## config.mk

```make
export PLATFORM = sky130hd
export DESIGN_NAME = fpu_issue_ctrl
export DESIGN_NICKNAME = d
export VERILOG_FILES = /design/src/rtl/fpu_pkg.sv /design/src/rtl/fpu_res_fifo.sv /design/src/rtl/fpu_issue_ctrl.sv
export SDC_FILE = /design/constraint.sdc
export NUM_CORES = 1
export LEC_CHECK = 0
export BUFFER_PORTS_ARGS = -buffer_cell sky130_fd_sc_hd__buf_2
export CORE_MARGIN = 2
export CORE_UTILIZATION = 52
export DETAILED_ROUTE_END_ITERATION = 7
export GPL_ROUTABILITY_DRIVEN = 1
export PLACE_DENSITY_LB_ADDON = 0.2
export SETUP_SLACK_MARGIN = 0.1
export SKIP_CTS_REPAIR_TIMING = 1
export SLEW_MARGIN = 20
export SYNTH_ARGS = -nofsm -noshare
export SYNTH_HDL_FRONTEND = slang
export SYNTH_SLANG_ARGS = --single-unit
```

## constraint.sdc

```tcl
create_clock -name clk -period 6.7 [get_ports clk]
set_input_delay 0 -clock clk [delete_from_list [all_inputs] [get_ports clk]]
set_output_delay 0 -clock clk [all_outputs]
set_load 0.005 [all_outputs]
```

## src/rtl/fpu_pkg.sv

```systemverilog
// Shared types and constants for the fpu issue/retire control slice.
package fpu_pkg;

  typedef enum logic [2:0] {FPU_ADD = 3'd0, FPU_SUB = 3'd1, FPU_MUL = 3'd2, FPU_DIV = 3'd3} fpu_op_e;
  typedef enum logic [1:0] {RM_NE = 2'd0, RM_Z = 2'd1, RM_PINF = 2'd2, RM_NINF = 2'd3} rmode_e;

  // Bit order matches the core's flag bus: {inf,snan,qnan,ine,overflow,zero,div_by_zero}
  typedef struct packed {
    logic inf;
    logic snan;
    logic qnan;
    logic ine;
    logic overflow;
    logic zero;
    logic div_by_zero;
  } fpu_flags_t;

  localparam logic [31:0] FPU_QNAN = 32'h7FC0_0000;

  function automatic logic op_legal(input logic [2:0] op);
    return !op[2];
  endfunction

endpackage

```

## src/rtl/fpu_res_fifo.sv

```systemverilog
// Circular result buffer; pointers carry an extra wrap bit so full/empty fall out of the difference.
module fpu_res_fifo #(
  parameter int DEPTH = 8,
  parameter int W     = 8,
  localparam int AW   = $clog2(DEPTH)
) (
  input  logic          clk,
  input  logic          rst,
  input  logic          push,
  input  logic [W-1:0]  wdata,
  input  logic          pop,
  output logic [W-1:0]  rdata,
  output logic          full,
  output logic          empty,
  output logic [AW:0]   count
);

  logic [AW:0]  wptr_q, wptr_d, rptr_q, rptr_d;
  logic [W-1:0] mem_q [DEPTH];
  logic         do_push, do_pop;

  assign count   = wptr_q - rptr_q;
  assign empty   = (count == '0);
  assign full    = (count == (AW+1)'(DEPTH));
  assign do_pop  = pop && !empty;
  assign do_push = push && (!full || do_pop);

  always_comb begin
    wptr_d = wptr_q + (AW+1)'(do_push);
    rptr_d = rptr_q + (AW+1)'(do_pop);
  end

  always_ff @(posedge clk or posedge rst) begin
    if (rst) begin
      wptr_q <= '0;
      rptr_q <= '0;
    end else begin
      wptr_q <= wptr_d;
      rptr_q <= rptr_d;
    end
  end

  always_ff @(posedge clk) begin
    if (do_push) mem_q[wptr_q[AW-1:0]] <= wdata;
  end

  // Head reads zero when empty so downstream never sees stale contents.
  assign rdata = empty ? '0 : mem_q[rptr_q[AW-1:0]];

endmodule

```

## src/rtl/fpu_issue_ctrl.sv

```systemverilog
// Issue/retire wrapper around a fixed-latency fpu core: registers ops in, tracks them
// through a valid/tag pipe, and banks results in a credit-protected FIFO.
module fpu_issue_ctrl
  import fpu_pkg::*;
#(
  parameter int LATENCY   = 4,
  parameter int RES_DEPTH = 8,
  parameter int TAG_W     = 4
) (
  input  logic              clk,
  input  logic              rst,
  input  logic              req_valid,
  output logic              req_ready,
  input  logic [2:0]        req_op,
  input  logic [1:0]        req_rmode,
  input  logic [31:0]       req_opa,
  input  logic [31:0]       req_opb,
  input  logic [TAG_W-1:0]  req_tag,
  output logic [31:0]       fpu_opa,
  output logic [31:0]       fpu_opb,
  output logic [2:0]        fpu_op,
  output logic [1:0]        fpu_rmode,
  input  logic [31:0]       fpu_out,
  input  logic [6:0]        fpu_flags,
  output logic              res_valid,
  input  logic              res_ready,
  output logic [31:0]       res_data,
  output logic [6:0]        res_flags,
  output logic [TAG_W-1:0]  res_tag,
  output logic              res_illegal
);

  localparam int CW = $clog2(RES_DEPTH) + 1;

  typedef struct packed {
    logic [31:0]      data;
    fpu_flags_t       flags;
    logic [TAG_W-1:0] tag;
    logic             illegal;
  } res_t;

  logic [31:0] fpu_opa_q, fpu_opa_d, fpu_opb_q, fpu_opb_d;
  logic [2:0]  fpu_op_q, fpu_op_d;
  logic [1:0]  fpu_rmode_q, fpu_rmode_d;

  logic [LATENCY-1:0]            vld_pipe_q, vld_pipe_d;
  logic [LATENCY-1:0]            ill_pipe_q, ill_pipe_d;
  logic [LATENCY-1:0][TAG_W-1:0] tag_pipe_q, tag_pipe_d;
  logic [CW-1:0]                 inflight_q, inflight_d;

  logic          issue, capture;
  logic [CW:0]   credits_used;
  logic          fifo_full, fifo_empty;
  logic [CW-1:0] fifo_count;
  res_t          wr_entry, head;
  fpu_flags_t    qnan_flags;

  assign issue   = req_valid && req_ready;
  assign capture = vld_pipe_q[LATENCY-1];

  // Credits count everything not yet popped, so a result always has a slot when it lands.
  assign credits_used = {1'b0, inflight_q} + {1'b0, fifo_count};
  assign req_ready    = !rst && !fifo_full && (credits_used < (CW+1)'(RES_DEPTH));

  always_comb begin
    fpu_opa_d   = fpu_opa_q;
    fpu_opb_d   = fpu_opb_q;
    fpu_op_d    = fpu_op_q;
    fpu_rmode_d = fpu_rmode_q;
    if (issue) begin
      fpu_opa_d   = req_opa;
      fpu_opb_d   = req_opb;
      fpu_op_d    = op_legal(req_op) ? req_op : FPU_ADD;
      fpu_rmode_d = req_rmode;
    end
    vld_pipe_d = {vld_pipe_q[LATENCY-2:0], issue};
    ill_pipe_d = {ill_pipe_q[LATENCY-2:0], !op_legal(req_op)};
    tag_pipe_d = {tag_pipe_q[LATENCY-2:0], req_tag};
    inflight_d = inflight_q;
    case ({issue, capture})
      2'b10:   inflight_d = inflight_q + 1'b1;
      2'b01:   inflight_d = inflight_q - 1'b1;
      default: inflight_d = inflight_q;
    endcase
  end

  always_ff @(posedge clk or posedge rst) begin
    if (rst) begin
      fpu_opa_q   <= '0;
      fpu_opb_q   <= '0;
      fpu_op_q    <= '0;
      fpu_rmode_q <= '0;
      vld_pipe_q  <= '0;
      ill_pipe_q  <= '0;
      tag_pipe_q  <= '0;
      inflight_q  <= '0;
    end else begin
      fpu_opa_q   <= fpu_opa_d;
      fpu_opb_q   <= fpu_opb_d;
      fpu_op_q    <= fpu_op_d;
      fpu_rmode_q <= fpu_rmode_d;
      vld_pipe_q  <= vld_pipe_d;
      ill_pipe_q  <= ill_pipe_d;
      tag_pipe_q  <= tag_pipe_d;
      inflight_q  <= inflight_d;
    end
  end

  assign fpu_opa   = fpu_opa_q;
  assign fpu_opb   = fpu_opb_q;
  assign fpu_op    = fpu_op_q;
  assign fpu_rmode = fpu_rmode_q;

  always_comb begin
    qnan_flags      = '0;
    qnan_flags.qnan = 1'b1;
    wr_entry.tag     = tag_pipe_q[LATENCY-1];
    wr_entry.illegal = ill_pipe_q[LATENCY-1];
    if (ill_pipe_q[LATENCY-1]) begin
      wr_entry.data  = FPU_QNAN;
      wr_entry.flags = qnan_flags;
    end else begin
      wr_entry.data  = fpu_out;
      wr_entry.flags = fpu_flags;
    end
  end

  fpu_res_fifo #(.DEPTH(RES_DEPTH), .W($bits(res_t))) u_fifo (
    .clk   (clk),
    .rst   (rst),
    .push  (capture),
    .wdata (wr_entry),
    .pop   (res_ready),
    .rdata (head),
    .full  (fifo_full),
    .empty (fifo_empty),
    .count (fifo_count)
  );

  assign res_valid   = !fifo_empty;
  assign res_data    = head.data;
  assign res_flags   = head.flags;
  assign res_tag     = head.tag;
  assign res_illegal = head.illegal;

endmodule

```

==> results of run 1 <==
-- worst max-delay path, stage by stage, from the launching register on --
cell and delay (ns):
dfrtp_2 0.37, clkinv_2 0.71, ha_1 0.69, a21oi_1 0.10
a21oi_1 0.47, nor2_1 0.14, ha_1 0.30, nor4_1 0.22
and3_1 0.24, o311ai_4 0.12, ha_1 0.28, ha_1 0.28
a21o_1 0.18, a21oi_1 0.18, mux2i_1 0.23, xnor2_1 0.14
-- registers in the layout (all words and copies together), names as in the netlist --
| signal | flops |
|---|---|
| fpu_op | 2 |
| fpu_opa | 32 |
| fpu_opb | 32 |
| fpu_rmode | 2 |
| ill_pipe_q | 4 |
| inflight_q | 4 |
| tag_pipe_d | 12 |
| tag_pipe_q | 4 |
| u_fifo.mem_q | 352 |
| u_fifo.rptr_q | 4 |
| u_fifo.wptr_q | 4 |
| vld_pipe_q | 4 |
-- cell families (layout without fill, tap and decap cells) --
| group | count (synthesis) | count (layout) |
|---|---|---|
| flip-flops | 456 | 456 |
| AND/OR/NAND/NOR | 159 | 159 |
| multiplexers | 158 | 158 |
| buffers and inverters | 59 | 452 |
| AO/OA/AOI/OAI | 52 | 52 |
| adder cells (fa/ha/maj) | 15 | 15 |
| XOR/XNOR | 9 | 9 |
| other | 1 | 1 |
-- layout by cell type (no fill, tap or decap), types with 3 or more instances in the layout --
cell,instances
edfxtp_1,352
buf_2,229
dlygate4sd3_1,114
dfrtp_1,100
nand2_1,92
mux4_2,88
mux2_2,68
a21oi_1,47
clkbuf_16,46
nor2b_1,32
buf_4,17
ha_1,13
clkinv_2,11
clkinv_1,11
or2_2,10
inv_1,8
clkbuf_1,8
xor2_1,5
xnor2_1,4
nor4_2,3
nor2_1,3
-- worst max-delay path by stage --
stage | endpoint | slack [ns] | depth (start not counted)
2_1_floorplan | u_fifo.mem_q[4][0] | -0.09 | 8
3_3_place_gp | inflight_q[3] | 2.31 | 15
3_5_place_dp | inflight_q[3] | 2.21 | 15
4_1_cts | inflight_q[3] | 2.19 | 15
5_1_grt | inflight_q[3] | 1.68 | 15
6_report | inflight_q[3] | 1.98 | 15
-- final cells by class --
type | count | area share
clock buffers | 56 | 0.0555
clock inverters | 25 | 0.00804
inverters | 10 | 0.00190
multi-input cells | 394 | 0.192
flip-flops and latches | 456 | 0.605
well taps | 448 | 0.0257
repair buffers | 361 | 0.112
-- synth_stat cells, drive strengths merged --
library cell / instances
a21oi: 47
o21ai: 1
edfxtp: 352
ha: 13
nor4: 4
inv: 10
conb: 1
a21boi: 1
o21a: 1
a21o: 1
nor3: 1
nor3b: 4
fa: 2
or3b: 1
nor4b: 1
and2: 1
xor2: 5
or2: 10
nand4b: 1
clkbuf: 29
o311ai: 1
mux2i: 2
nor2b: 32
buf: 20
nand3b: 2
mux4: 88
nand3: 2
and3: 2
xnor2: 4
nand2: 92
nand4: 1
dfrtp: 104
mux2: 68
nor2: 5
-- stage by stage --
| step | utilization | instance area [um^2] |
|---|---|---|
| 6_report | 0.651 | 21800 |
| 5_1_grt | 0.651 | 21800 |
| 2_1_floorplan | - | 17600 |
| 3_3_place_gp | 0.575 | 19200 |
| 3_5_place_dp | 0.575 | 19200 |
| 4_1_cts | 0.616 | 20600 |
-- power by group through the flow --
stage          Combinational (mW)  Sequential (mW)  Clock, mW
2_1_floorplan                1.92             3.59          0
3_3_place_gp                 2.73             3.72          0
3_5_place_dp                 2.76             3.73          0
4_1_cts                      2.77             3.69       2.42
5_1_grt                      3.08             3.74       2.54
6_report                     2.80             3.68       2.37
-- layer usage --
metal | vias to the layer above | share of wire | wire length [um]
li1 | 4236 | - | -
met1 | 4802 | 0.43 | 15800
met2 | 319 | 0.49 | 18300
met3 | 53 | 0.064 | 2380
met4 | 0 | 0.014 | 500
met5 | - | 0 | 0
==> results.py, run 1 <==
metrics = {
    "status": {
        "status": "finished clean",
    },
    "sta": {
        "tns_ns": 0,
        "finalHoldViolCount": 0,
        "skew_ns": 0.0195,
        "rsz0062_at_grt": "no",
        "finalSetupViolCount": 0,
        "max_freq_ghz": 0.212,
        "relSlewSlack": 0.378,
        "timing.final.crit_share": 0.704,
        "tightest_slew_ns": 0.934,
        "fin_ws_ns": 1.98,
        "fin_crit_ns": 4.72,
        "holdWs_ns": 0.0425,
        "drv_slew": 0,
    },
    "synth": {
        "synth_top_family_by_area": "multiplexers",
        "synth_nets": 1040,
        "yosys.area.top_type_share": 0.601,
        "netlist_instances": 909,
        "synthAdderAreaFrac": 0.0115,
        "synth_top_cell_by_area": "edfxtp_1",
        "synth_seq_cells": 456,
        "synth_xor_area_frac": 0.00448,
        "muxShareOfSynthArea": 0.157,
        "synth.area.top_cells": "edfxtp_1, dfrtp_1, mux4_2, mux2_2, nand2_1",
        "synth-simple-area-share": 0.0439,
        "seq_area_frac_synth": 0.749,
        "synth_compound_area_frac": 0.0164,
        "syn_avg_cell_area_um2": 19.3,
        "syn_area_um2": 17600,
        "synth_cell_type_count": 39,
        "synth_warnings": 0,
    },
    "critical_path": {
        "required_ns": 7.15,
        "endpoint_kind": "register",
        "start_kind": "register",
        "path_class": "register to register",
        "reg2reg_depth": 15,
        "crit_start": "u_fifo.rptr_q[2]",
        "reg2reg_to": "inflight_q[3]",
        "critPathArrivalTime_ns": 5.17,
        "r2r_slack_ns": 1.98,
        "r2r_start": "u_fifo.rptr_q[2]",
        "crit_fanout": 45,
    },
    "clock_tree": {
        "htreeDepth": 2,
        "cts_tree": "yes",
        "ctsLongestPathBuffers": 3,
        "cts_root_buf": "clkbuf_16",
        "clk-insertion-delay-late_ns": 0.54,
        "cts_sinks": 456,
        "clkTransAtPathRegs_ns": 0.06,
        "numCtsBuffers": 46,
    },
    "layout": {
        "area_delta_synth_final_pct": 23.9,
        "n_antenna_cell": 0,
        "layout-drive-gt1-share": 0.379,
        "seqCellArea_um2": 13200,
        "fill_cells": 2359,
        "layout.nets": 1400,
        "instances_no_fill": 1750,
        "multiInputGateArea_um2": 4170,
    },
    "power": {
        "leakage_nw": 8.15,
        "p_switching_mw": 2.68,
        "internal-power_mw": 6.17,
        "pwr-share-comb": 0.316,
        "clkPwrFrac": 0.268,
        "fin_total_pwr_mw": 8.86,
        "switching_share": 0.303,
        "seq_power_share": 0.416,
        "power_density_nw_per_um2": 407,
        "ir_worst_vdd_v": 0.000306,
    },
    "min_path": {
        "holdPathEnd": "inflight_q[0]",
        "holdPathStages": 4,
        "hp-class": "primary input to register",
        "holdCritStartpoint": "req_valid",
    },
    "global_routing": {
        "grt_first_pass_wirelength_um": 54800,
        "globalRouteMet1Util": 0.279,
        "use_met3": 0.0490,
        "grt_use_met2": 0.334,
        "grt_max_degree": 70,
        "busiest_layer": "met2",
        "grt.total_usage": 0.203,
        "overflow": 0,
        "grt_pass1_vias": 9625,
        "grt_antenna_before_repair": 0,
    },
    "floorplan": {
        "core_um2": 33400,
        "die_h_um": 188,
        "dieArea_um2": 35300,
        "die_width_um": 188,
        "boundaryPins": 231,
        "num_rows": 67,
        "initial_core_util": 0.526,
    },
    "drt": {
        "drt-pass1-iter-count": 5,
        "ant_nets": 0,
        "avgRoutedWirePerCell_um": 21.1,
        "drt-total-wl_um": 37000,
        "vias": 9410,
        "drt-vias-per-instance": 5.38,
        "drtIter0Drc": 582,
        "drcViolationCount": 0,
    },
    "placement": {
        "place.gp.congestion": 0.739,
        "io_buffers": 229,
        "dpl.hpwl_um": 19200,
        "place_ws_ns": 2.21,
        "dp_cells": 1554,
    },
    "job": {
        "cap_violations": 0,
    },
}
Power figures use the tool's default switching activity.
==> run 2, diff against run 1 <==
ABC_AREA = 1   (was not set)
clock period = 4.04 ns   (was 6.7 ns; I/O delays follow)
==> run 2 against run 1 <==
Compared with the run above: the flow now finishes with violations (hold timing); clock skew down 0.00070 ns; critical endpoint is now req_ready; combinational power grew 110%; routed wire length is 22% higher; setup slack worse by 1.5 ns; global-route usage rose by 3.2 points; synthesized area is 5.6% higher; die area is 5.5% higher; clock power rose by 69%; count of clock-buffer cells in the layout rose by 3; power is 78% higher; cell count rose by 38%.
==> results.py, run 2 <==
metrics = {
    "layout": {
        "layout-drive-gt1-share": 0.183,
        "layout_common_cells": "nand2_1, edfxtp_1, buf_2",
        "multiInputGateArea_um2": 4710,
        "seqCellArea_um2": 13200,
        "area_delta_synth_final_pct": 22.2,
        "largest_register_ffs": 352,
        "layout.nets": 2047,
        "layout_commonest_cell": "nand2_1",
        "finalCoreUtilization": 0.641,
        "fill_cells": 2669,
        "n_antenna_cell": 0,
    },
    "critical_path": {
        "path_class": "register to output pin",
        "critPathArrivalTime_ns": 3.58,
        "critPathMaxStageDelay_ns": 0.58,
        "required_ns": 4.04,
        "crit_chain": "inv_1 -> ha_1 -> inv_1 -> fa_1 -> nand2_1 -> inv_2 -> nor2_1 -> ha_1 -> a21oi_1 -> nand2_1 -> nor2_4 -> buf_4 -> nand2_1 -> inv_1 -> buf_2",
        "slowest_stage": "buf_4",
        "start_kind": "register",
        "endpoint_kind": "output pin",
        "r2r_slack_ns": 0.49,
        "crit_fanout": 69,
    },
    "clock_tree": {
        "cts_root_buf": "clkbuf_16",
        "cts_sinks": 456,
        "cts_tree": "yes",
        "clkTransAtPathRegs_ns": 0.06,
        "numCtsBuffers": 46,
        "clk-insertion-delay-late_ns": 0.54,
        "ctsLongestPathBuffers": 3,
        "htreeDepth": 2,
    },
    "synth": {
        "synth-main-ff-cell": "edfxtp_1",
        "syn_avg_cell_area_um2": 11.6,
        "synth_edf_count": 352,
        "synth_xor_area_frac": 0.00283,
        "synthAdderAreaFrac": 0.0109,
        "synth_warnings": 0,
        "synth_compound_area_frac": 0.0270,
        "netlist_instances": 1602,
        "muxShareOfSynthArea": 0,
        "yosys.area.top_type_share": 0.570,
        "synth_cell_type_count": 30,
        "synth-simple-area-share": 0.210,
        "async_flop_share": 0.228,
        "synth_top_family_by_area": "simple AND/OR/NAND/NOR gates",
        "seq_area_frac_synth": 0.710,
        "synth_top_cell_by_area": "edfxtp_1",
        "synth_common_cells": "nand2_1, edfxtp_1, nand3_1, dfrtp_1, a21oi_1",
        "synth_nets": 1733,
        "syn_area_um2": 18600,
        "synth.most_common_cell": "nand2_1",
        "synth.area.top_cells": "edfxtp_1, dfrtp_1, nand2_1, nand3_1, a21oi_1",
        "synth_seq_cells": 456,
    },
    "placement": {
        "place.gp.congestion": 0.746,
        "place_ws_ns": 0.505,
        "dpl.hpwl_um": 23100,
        "io_buffers": 229,
    },
    "sta": {
        "holdWs_ns": -0.00937,
        "timing.final.crit_share": 0.886,
        "fin_crit_ns": 3.58,
        "fin_ws_ns": 0.462,
        "finalSetupViolCount": 0,
        "skew_ns": 0.0188,
        "drv_slew": 0,
        "tightest_slew_ns": 0.996,
        "max_freq_ghz": 0.280,
        "tns_ns": 0,
        "relSlewSlack": 0.336,
        "rsz0062_at_grt": "no",
        "finalHoldViolCount": 8,
    },
    "floorplan": {
        "die_width_um": 193,
        "dieArea_um2": 37200,
        "die_h_um": 193,
        "initial_core_util": 0.524,
        "core_um2": 35400,
        "num_rows": 69,
        "boundaryPins": 231,
    },
    "drt": {
        "drtIter0Drc": 897,
        "ant_nets": 0,
        "avgRoutedWirePerCell_um": 18.7,
        "drt-pass1-iter-count": 5,
        "drt-total-wl_um": 45000,
        "vias": 13000,
        "drt-vias-per-instance": 5.38,
        "drcViolationCount": 0,
    },
    "power": {
        "fin_total_pwr_mw": 15.8,
        "ir_worst_vdd_v": 0.000496,
        "leakage_nw": 9.28,
        "power_density_nw_per_um2": 696,
    },
    "status": {
        "violations": "hold timing",
        "status": "finished with violations",
    },
    "global_routing": {
        "grt_pass1_vias": 12200,
        "grt.total_usage": 0.234,
        "grt_antenna_before_repair": 0,
        "overflow": 0,
        "grt_first_pass_wirelength_um": 66900,
        "grt_max_degree": 96,
    },
    "min_path": {
        "hp-class": "primary input to register",
    },
    "job": {
        "cap_violations": 0,
    },
}
## run 2: cell types whose count changed in the layout (fill, tap and decap cells not counted), sizes merged, moves of 11 or more
cell / before / now
nor2b: 32 / 0
buf: 247 / 258
nand3: 2 / 187
nor3b: 4 / 44
mux2: 68 / 0
a21oi: 47 / 92
nor2: 5 / 46
mux4: 88 / 0
nand2: 92 / 512
nand4: 1 / 68
inv: 9 / 54
## run 2: worst max-delay path: cells and delay by family, from the launching register on
family	cells	cell delay (ns)
flops	1	0.44
compound gates	1	0.13
fa+ha+maj	3	0.82
simple gates	5	0.61
buf+inv	6	1.03
## run 2: cell type report
| cell class | instances | area share |
|---|---|---|
| well taps | 461 | 0.0254 |
| multi-input cells | 986 | 0.208 |
| clock buffers | 59 | 0.0538 |
| repair buffers | 371 | 0.114 |
| flip-flops and latches | 456 | 0.581 |
| clock inverters | 21 | 0.00833 |
| inverters | 55 | 0.00938 |
## run 2: final timing paths
check	from	cells past startpoint	endpoint
setup reg to reg	u_fifo.wptr_q[0]	20	inflight_q[3]
setup / recovery	u_fifo.wptr_q[0]	15	req_ready
hold reg to reg	vld_pipe_q[1]	0	vld_pipe_q[2]
hold / removal	fpu_out[31]	3	u_fifo.mem_q[4][43]
max in group asynchronous	rst	5	u_fifo.rptr_q[0]
min in group asynchronous	rst	4	tag_pipe_q[13]
## run 2: cell families (layout without fill, tap and decap cells)
family	after synthesis	in the layout
adder cells (fa/ha/maj)	15	15
XOR/XNOR	6	6
other	1	1
AO/OA/AOI/OAI	97	97
buffers and inverters	160	506
AND/OR/NAND/NOR	867	867
flip-flops	456	456
## run 2: per-stage QoR
step	instances	cell area, um^2
global placement	2216	20100
floorplan	1602	18600
CTS	2296	21500
finish	2409	22700
detailed placement	2216	20100
global route	2409	22700
## run 2: routing by layer
metal,vias up,track usage,part of all wire
li1,6170,-,-
met2,508,0.400,0.50
met4,0,0.0577,0.023
met5,-,0,0
met1,6213,0.309,0.41
met3,76,0.0502,0.074
## run 2: report_power, final
group          internal, mW  leakage (nW)  switching [mW]
logic                  2.08          4.13            3.82
clock network          2.32         0.681            1.68
registers              5.59          4.47           0.279
